$ cat src/rtl/regfile_write_arbiter_if.sv
// Bundle of writeback, I/O and regfile-write signals for regfile_write_arbiter.
// slave = arbiter side, master = pipeline / I/O / regfile side.
interface regfile_write_arbiter_if #(
  parameter int FIFO_DEPTH = 4
);
  logic                          wb_writeEn;
  logic [4:0]                    wb_writeReg;
  logic [31:0]                   wb_data;
  logic                          io_valid;
  logic [4:0]                    io_writeReg;
  logic [31:0]                   io_data;
  logic                          io_ready;
  logic                          ctrl_writeEn;
  logic [4:0]                    ctrl_writeReg;
  logic [31:0]                   data_writeReg;
  logic                          stall_pipe;
  logic [$clog2(FIFO_DEPTH):0]   fifo_count;

  modport slave (
    input  wb_writeEn, wb_writeReg, wb_data, io_valid, io_writeReg, io_data,
    output io_ready, ctrl_writeEn, ctrl_writeReg, data_writeReg, stall_pipe, fifo_count
  );

  modport master (
    output wb_writeEn, wb_writeReg, wb_data, io_valid, io_writeReg, io_data,
    input  io_ready, ctrl_writeEn, ctrl_writeReg, data_writeReg, stall_pipe, fifo_count
  );
endinterface

$ cat src/rtl/regfile_write_arbiter.sv
// Merges writeback and queued I/O writes onto the single regfile write port.
// Writeback always wins; I/O drains in idle cycles, starvation raises stall_pipe.
module regfile_write_arbiter #(
  parameter int FIFO_DEPTH   = 4,
  parameter int STARVE_LIMIT = 8
) (
  input logic                    clock,
  input logic                    ctrl_reset,
  regfile_write_arbiter_if.slave bus
);
  localparam int PW = (FIFO_DEPTH > 1) ? $clog2(FIFO_DEPTH) : 1;
  localparam int CW = $clog2(FIFO_DEPTH) + 1;

  typedef struct packed {
    logic [4:0]  rd;
    logic [31:0] data;
  } io_wr_t;

  io_wr_t        mem_q [FIFO_DEPTH];
  logic [PW-1:0] rd_ptr_q, rd_ptr_d, wr_ptr_q, wr_ptr_d;
  logic [CW-1:0] count_q, count_d;
  logic [7:0]    starve_q, starve_d;
  logic          stall_q, stall_d;
  logic          empty, full, push, pop;
  logic          we;
  logic [4:0]    wreg;
  logic [31:0]   wdata;

  assign empty = (count_q == '0);
  assign full  = (count_q == CW'(FIFO_DEPTH));
  // r0 writes complete the handshake but are dropped.
  assign push  = bus.io_valid && !full && (bus.io_writeReg != 5'd0);
  assign pop   = !bus.wb_writeEn && !empty;

  always_comb begin
    rd_ptr_d = rd_ptr_q + PW'(pop);
    wr_ptr_d = wr_ptr_q + PW'(push);
    count_d  = count_q + CW'(push) - CW'(pop);
    stall_d  = 1'b0;
    starve_d = starve_q;
    if (empty || pop) begin
      starve_d = '0;
    end else if (starve_q == 8'(STARVE_LIMIT)) begin
      stall_d  = 1'b1;
      starve_d = '0;
    end else begin
      starve_d = starve_q + 8'd1;
    end
  end

  always_ff @(posedge clock or posedge ctrl_reset) begin
    if (ctrl_reset) begin
      rd_ptr_q <= '0;
      wr_ptr_q <= '0;
      count_q  <= '0;
      starve_q <= '0;
      stall_q  <= 1'b0;
    end else begin
      rd_ptr_q <= rd_ptr_d;
      wr_ptr_q <= wr_ptr_d;
      count_q  <= count_d;
      starve_q <= starve_d;
      stall_q  <= stall_d;
    end
  end

  // Storage needs no reset: occupancy alone decides what is valid.
  always_ff @(posedge clock) begin
    if (push) mem_q[wr_ptr_q] <= '{rd: bus.io_writeReg, data: bus.io_data};
  end

  always_comb begin
    we    = 1'b0;
    wreg  = '0;
    wdata = '0;
    if (!ctrl_reset) begin
      if (bus.wb_writeEn) begin
        we    = 1'b1;
        wreg  = bus.wb_writeReg;
        wdata = bus.wb_data;
      end else if (!empty) begin
        we    = 1'b1;
        wreg  = mem_q[rd_ptr_q].rd;
        wdata = mem_q[rd_ptr_q].data;
      end
    end
  end

  assign bus.ctrl_writeEn  = we;
  assign bus.ctrl_writeReg = wreg;
  assign bus.data_writeReg = wdata;
  assign bus.io_ready      = !full;
  assign bus.stall_pipe    = stall_q;
  assign bus.fifo_count    = count_q;
endmodule

$ cat src/flat_wrapper.sv
// flat-port wrapper written by rule: the top's interface ports become plain ports
module regfile_write_arbiter_flat 
#(
  parameter int FIFO_DEPTH   = 4,
  parameter int STARVE_LIMIT = 8
)
  (clock, ctrl_reset, bus_wb_writeEn, bus_wb_writeReg, bus_wb_data, bus_io_valid, bus_io_writeReg, bus_io_data, bus_io_ready, bus_ctrl_writeEn, bus_ctrl_writeReg, bus_data_writeReg, bus_stall_pipe, bus_fifo_count);
  regfile_write_arbiter_if #(.FIFO_DEPTH(FIFO_DEPTH)) bus_i ();
  input logic clock;
  input logic ctrl_reset;
  input wire logic [$bits(bus_i.wb_writeEn)-1:0] bus_wb_writeEn;
  input wire logic [$bits(bus_i.wb_writeReg)-1:0] bus_wb_writeReg;
  input wire logic [$bits(bus_i.wb_data)-1:0] bus_wb_data;
  input wire logic [$bits(bus_i.io_valid)-1:0] bus_io_valid;
  input wire logic [$bits(bus_i.io_writeReg)-1:0] bus_io_writeReg;
  input wire logic [$bits(bus_i.io_data)-1:0] bus_io_data;
  output wire logic [$bits(bus_i.io_ready)-1:0] bus_io_ready;
  output wire logic [$bits(bus_i.ctrl_writeEn)-1:0] bus_ctrl_writeEn;
  output wire logic [$bits(bus_i.ctrl_writeReg)-1:0] bus_ctrl_writeReg;
  output wire logic [$bits(bus_i.data_writeReg)-1:0] bus_data_writeReg;
  output wire logic [$bits(bus_i.stall_pipe)-1:0] bus_stall_pipe;
  output wire logic [$bits(bus_i.fifo_count)-1:0] bus_fifo_count;
  assign bus_i.wb_writeEn = bus_wb_writeEn;
  assign bus_i.wb_writeReg = bus_wb_writeReg;
  assign bus_i.wb_data = bus_wb_data;
  assign bus_i.io_valid = bus_io_valid;
  assign bus_i.io_writeReg = bus_io_writeReg;
  assign bus_i.io_data = bus_io_data;
  assign bus_io_ready = bus_i.io_ready;
  assign bus_ctrl_writeEn = bus_i.ctrl_writeEn;
  assign bus_ctrl_writeReg = bus_i.ctrl_writeReg;
  assign bus_data_writeReg = bus_i.data_writeReg;
  assign bus_stall_pipe = bus_i.stall_pipe;
  assign bus_fifo_count = bus_i.fifo_count;
  regfile_write_arbiter #(.FIFO_DEPTH(FIFO_DEPTH), .STARVE_LIMIT(STARVE_LIMIT)) u_core (.clock(clock), .ctrl_reset(ctrl_reset), .bus(bus_i));
endmodule
$ cat config.mk
export PLATFORM = sky130hd
export DESIGN_NAME = regfile_write_arbiter_flat
export DESIGN_NICKNAME = d
export VERILOG_FILES = /design/src/rtl/regfile_write_arbiter_if.sv /design/src/rtl/regfile_write_arbiter.sv /design/src/flat_wrapper.sv
export SDC_FILE = /design/constraint.sdc
export NUM_CORES = 1
export LEC_CHECK = 0
export ABC_AREA = 1
export CAP_MARGIN = 20
export CORE_MARGIN = 2
export CORE_UTILIZATION = 54
export DETAILED_ROUTE_END_ITERATION = 8
export PLACE_DENSITY = 0.8
export SYNTH_ARGS = -nofsm -noshare
export SYNTH_HDL_FRONTEND = slang
export SYNTH_SLANG_ARGS = --single-unit
$ cat constraint.sdc
create_clock -name clock -period 4.5 [get_ports clock]
set_input_delay 0.9 -clock clock [delete_from_list [all_inputs] [get_ports clock]]
set_output_delay 0.9 -clock clock [all_outputs]
set_load 0.01 [all_outputs]
==> impl_metrics.tcl, run 1 <==
set metrics [dict create \
    path_max_fanout 40 \
    worstMarginPinSlew_ps 827 \
    initial_core_util 0.549 \
    yosysWarnings 0 \
    post_cts_buffers 0 \
    crit_buf_inv 3 \
    drtIter0Drc 381 \
    hold_viol 0 \
    startpoint "bus_wb_writeEn" \
    critPathKind "in -> out" \
    portBuffers 120 \
    ys_async_sr_fraction 0.0976 \
    synth_area_leader_cell "edfxtp_1" \
    hp-class "reg -> reg" \
    setup_viol 0 \
    n_antenna_cell 0 \
    firstDrtPassIters 6 \
    holdPathStages 1 \
    ys_types 22 \
    irDropWorstVdd_mv 0.321 \
    cts_tree "built" \
    fin_util 0.687 \
    syn_inst 791 \
    required_ps 3600 \
    dpl.hpwl_um 9770 \
    ant_nets 0 \
    worstSkewPairLatency_ps 410 \
    cts_hold_buf 0 \
    worst-path-stages 6 \
    cts_buffer_depth 2 \
    clk_pin_slew_ps 60 \
    fp.dieArea_um2 15000 \
    grt_pass1_vias 5302 \
    wl_per_cell_um 15.0 \
    syn-num-nets 876 \
    grt_usage 0.228 \
    die_h_um 122 \
    maxSlewHeadroom 0.448 \
    grt_max_degree 76 \
    die_w_um 122 \
    cp_slowest_cell "clkdlybuf4s50_1" \
    synth_ff_type "edfxtp_1" \
    fillCellCount 1010 \
    drt_wl_total_um 16500 \
    rsz0062_at_grt "false" \
    cts_root_buffer "clkbuf_16" \
    viasPerCell 4.96 \
    place.gp.congestion 0.720 \
    fin_skew_ps 5.71 \
    drive_gt1_frac 0.0513 \
    synth.top_cell.area_share 0.588 \
    status "finished, final reports clean" \
    num_io_pins 121 \
    htree_levels 4 \
    cts_resized 0 \
    totalNegativeSetupSlack_ps 0 \
    ys_ff_latch 164 \
    cts_buffers 17 \
    route.detailed.drc 0 \
    grt_overflow 0 \
    max_stage_delay_ps 560 \
    ys_seq_area_frac 0.641 \
    ys_top_cells_by_area "edfxtp_1, nand2_1, inv_1" \
    grt_pass1_wl_um 25600 \
    worstHoldStart "u_core.starve_q[0]" \
    crit_chain "buf_2 > nor2_4 > buf_4 > nand2_1 > a21oi_1 > clkdlybuf4s50_1" \
    p_leak_nw 4.21 \
    crit_family "buffers and inverters" \
    via_count 5441 \
    finalCritPeriodShare 0.829 \
    synth_area_um2 7560 \
    finalCriticalPeriod_ps 3730 \
    crit_path_start_kind "input pin" \
    max-cap-violations 0 \
    clock-sinks 164 \
    layout.nets 994 \
    cellPowerDensity_nw_per_um2 558 \
    avgSynthCellArea_um2 9.55 \
    max_freq_ghz 0.268 \
    rows 43 \
    finalMaxSlewViolations 0 \
    rr_worst_depth 5 \
    core-area_um2 13800 \
    rr_startpoint "u_core.bus.fifo_count[1]" \
    worstSetupEndpointType "output pin" \
    synth_edf_count 148 \
    worstPathArrival_ps 2830 \
    antenna_found_initial 1 \
    area_growth_pct 25.2 \
]
[Yosys cell counts (2+ instances only)]
cell type / count
clkbuf_1: 7
ha_1: 6
xor2_1: 4
xnor2_1: 5
buf_2: 15
edfxtp_1: 148
inv_2: 2
a21oi_1: 37
nand3_1: 77
dfrtp_1: 16
nor2_1: 16
nor3_1: 5
buf_6: 3
nand2_1: 269
inv_1: 165
buf_4: 10
[logic make-up (layout without fill, tap and decap cells)]
kind of cell               after synthesis  in the layout  share of synthesized area
and+or+nand+nor                        371            371                      0.200
adders and majority gates                7              7                     0.0126
AOI/OAI and AO/OA                       38             38                     0.0252
xor gates and xnor gates                 9              9                     0.0104
buffers and inverters                  202            328                      0.111
DFF                                    164            164                      0.641
[power breakdown]
part | internal, mW | leakage, nW | switching, mW
logic | 0.654 | 2.38 | 1.16
clock network | 0.847 | 0.270 | 0.518
registers | 2.00 | 1.56 | 0.107
[cells in the final DEF, fill, tap and decap left out, types with 2 or more instances in the layout]
cell             synthesis  final
edfxtp_1               148    148
buf_4                   10     13
inv_2                    2      2
clkinv_1                 0      3
clkinv_2                 0      3
a21oi_1                 37     37
clkbuf_16                0     17
clkdlybuf4s50_1          0    119
nand3_1                 77     77
bufinv_16                0      3
inv_1                  165    165
dfrtp_1                 16     15
ha_1                     6      6
nor3_2                   1      5
nor2_1                  16     16
xnor2_1                  5      5
xor2_1                   4      4
nand2_1                269    269
[per-stage QoR]
stage | hold WS (ps) | cell area (µm²) | total power [mW] | std cells | setup WS (ps)
floorplan | 453 | 7560 | 3.34 | 791 | 335
global placement | 471 | 8910 | 3.88 | 1070 | 822
detailed placement | 502 | 8910 | 3.94 | 1070 | 760
CTS | 510 | 9460 | 5.31 | 1097 | 740
global route | 524 | 9460 | 5.60 | 1097 | 614
finish | 518 | 9460 | 5.28 | 1097 | 768
[cell type report]
cell class | count | area [µm²] | share of cell area
clock buffer | 18 | 429 | 0.0454
clock inverter | 9 | 116 | 0.0123
inverter | 167 | 627 | 0.0663
multi-input combinational | 425 | 1900 | 0.201
sequential | 164 | 4850 | 0.512
tap | 180 | 225 | 0.0238
timing repair buffer | 134 | 1310 | 0.139
[final timing paths]
path / endpoint / slack, ps
hold reg to reg: u_core.starve_q[0] / 520
max in group asynchronous: u_core.rd_ptr_q[0] / 3430
setup / recovery: bus_data_writeReg[28] / 770
setup reg to reg: u_core.mem_q[0][18] / 2300
hold / removal: u_core.starve_q[0] / 520
min in group asynchronous: u_core.starve_q[2] / 860
[routing by layer]
metal  wire [µm]  share of wire  up-vias  global-route usage
li1            -              -     2701                   -
met1        6570           0.40     2522               0.279
met2        8520           0.52      196               0.404
met3        1110          0.068       22              0.0488
met4         249          0.015        0              0.0754
met5           0              0        -                   0
[state kept, by name (all words and copies together), names as in the netlist]
signal,cells
u_core.mem_q,148
u_core.wr_ptr_q,2
u_core.bus.fifo_count,3
u_core.rd_ptr_q,2
u_core.bus.stall_pipe,1
u_core.starve_q,8
Power figures use the tool's default switching activity.
==> inputs of run 2 (changes only) <==
Settings changed: CORE_UTILIZATION 54 to 49, PLACE_DENSITY 0.8 to 0.77.
Clock period 4.5 ns to 3.4 ns, I/O delays scaled along.
==> impl_metrics.tcl, run 2 (synthesized netlist as in run 1, its figures left out) <==
set metrics [dict create \
    drive_gt1_frac 0.0605 \
    grt_max_degree 53 \
    n_antenna_cell 0 \
    p_leak_nw 4.22 \
    initial_core_util 0.499 \
    rows 45 \
    hold_viol 0 \
    rsz0062_at_grt "false" \
    crit_chain "inv_2 > buf_12 > nand2_1 > nand3_1 > nand2_1 > nand2_1 > a21oi_1 > clkdlybuf4s50_1" \
    worstMarginPinSlew_ps 798 \
    clock-sinks 164 \
    crit_family "buffers and inverters" \
    regMostFlops "u_core.mem_q" \
    wl_per_cell_um 14.5 \
    path_max_fanout 52 \
    dr_wl_met2_um 8020 \
    cp_slowest_cell "clkdlybuf4s50_1" \
    status "finished, final reports clean" \
    setup_viol 0 \
    portBuffers 120 \
    firstDrtPassIters 4 \
    cellPowerDensity_nw_per_um2 740 \
    cts_hold_buf 0 \
    cts_buffers 17 \
    die_w_um 128 \
    ant_nets 0 \
    worstSetupEndpointType "output pin" \
    drtIter0Drc 351 \
    setup_slack_ps 297 \
    hp-class "reg -> reg" \
    grt_pass1_vias 5368 \
    max_stage_delay_ps 510 \
    critPathKind "reg -> out" \
    place_ws_ps 570 \
    grt_usage 0.206 \
    maxSlewHeadroom 0.468 \
    layout_commonest_cell "nand2_1" \
    max-cap-violations 0 \
    place.gp.congestion 0.755 \
    cts_resized 0 \
    irDropWorstVdd_mv 0.638 \
    cpMostUsedCell "nand2_1" \
    max_freq_ghz 0.322 \
    grt_pass1_wl_um 25800 \
    die_h_um 128 \
    crit_path_start_kind "flip-flop" \
    htree_levels 4 \
    viasPerCell 4.85 \
    cts_root_buffer "clkbuf_16" \
    layout_common_cells "nand2_1, inv_1, edfxtp_1" \
    top_layer_used "met4" \
    worstPathArrival_ps 2420 \
    cts_tree "built" \
    cts_buffer_depth 2 \
    route.detailed.drc 0 \
    whs_ps 488 \
    finalCriticalPeriod_ps 3100 \
    largest_reg_flops 148 \
    clk_pin_slew_ps 60 \
    drt_wl_total_um 16100 \
    wl_met3_um 1010 \
    post_cts_buffers 0 \
    required_ps 2720 \
    core-area_um2 15100 \
    area_growth_pct 26.2 \
    via_count 5396 \
    num_io_pins 121 \
    fp.dieArea_um2 16400 \
    finalCritPeriodShare 0.913 \
    grt_overflow 0 \
    finalMaxSlewViolations 0 \
    layout.nets 997 \
    dpl.hpwl_um 9880 \
    antenna_found_initial 0 \
    fin_skew_ps 8.41 \
    worstSkewPairLatency_ps 420 \
    wl_met1_um 6810 \
    crit_buf_inv 3 \
]
==> run 2: changes by cell type in the layout (fill, tap and decap cells not counted), moves of 2 or more <==
cell / previous run / this run
clkbuf_1: 1 / 3
clkinv_2: 3 / 0
clkinvlp_4: 0 / 5
clkinv_4: 0 / 2
buf_12: 1 / 3
==> run 2: where the power goes <==
part / internal [mW] / switching [mW]
combinational: 0.912 / 1.54
sequential: 2.64 / 0.133
clock: 1.08 / 0.747
total: 4.63 / 2.42
==> run 2: stage by stage <==
stage | area, µm² | power (mW) | instances | utilization | TNS [ps]
floorplan | 7560 | 4.43 | 791 | - | -80650
global placement | 8960 | 5.20 | 1081 | 0.592 | 0
detailed placement | 8960 | 5.28 | 1081 | 0.592 | 0
CTS | 9530 | 7.11 | 1113 | 0.629 | 0
global route | 9530 | 7.50 | 1113 | 0.629 | 0
finish | 9530 | 7.05 | 1113 | 0.629 | 0
==> run 2: path summary, 6_finish.rpt <==
check,start,endpoint,slack (ps),cells past startpoint
max in group asynchronous,ctrl_reset,u_core.rd_ptr_q[1],2530,3
hold / removal,u_core.starve_q[0],u_core.starve_q[0],490,1
setup reg to reg,u_core.bus.fifo_count[1],u_core.bus.fifo_count[2],1120,9
min in group asynchronous,ctrl_reset,u_core.starve_q[4],660,3
hold reg to reg,u_core.starve_q[0],u_core.starve_q[0],490,1
setup / recovery,u_core.rd_ptr_q[0],bus_data_writeReg[3],300,8
==> run 2: layout make-up <==
type | instances | area [µm²]
inverters | 167 | 627
repair buffers | 137 | 1360
clock inverters | 12 | 131
multi-input cells | 425 | 1900
flip-flops and latches | 164 | 4850
well taps | 188 | 235
clock buffers | 20 | 437
fillers | 1143 | 5610
==> run 2: metal layers <==
layer | up-vias | global-route usage
met5 | - | 0
met4 | 0 | 0.0782
met3 | 19 | 0.0430
met2 | 173 | 0.352
met1 | 2486 | 0.259
li1 | 2718 | -
==> run 2: worst register-to-register path: stages, from the launching register on <==
cell and delay (ps):
dfrtp_1 470, nor3_2 320, nor2_4 140, buf_12 200, ha_1 290, inv_1 60, ha_1 130, inv_1 50
fa_1 370, xnor2_1 140
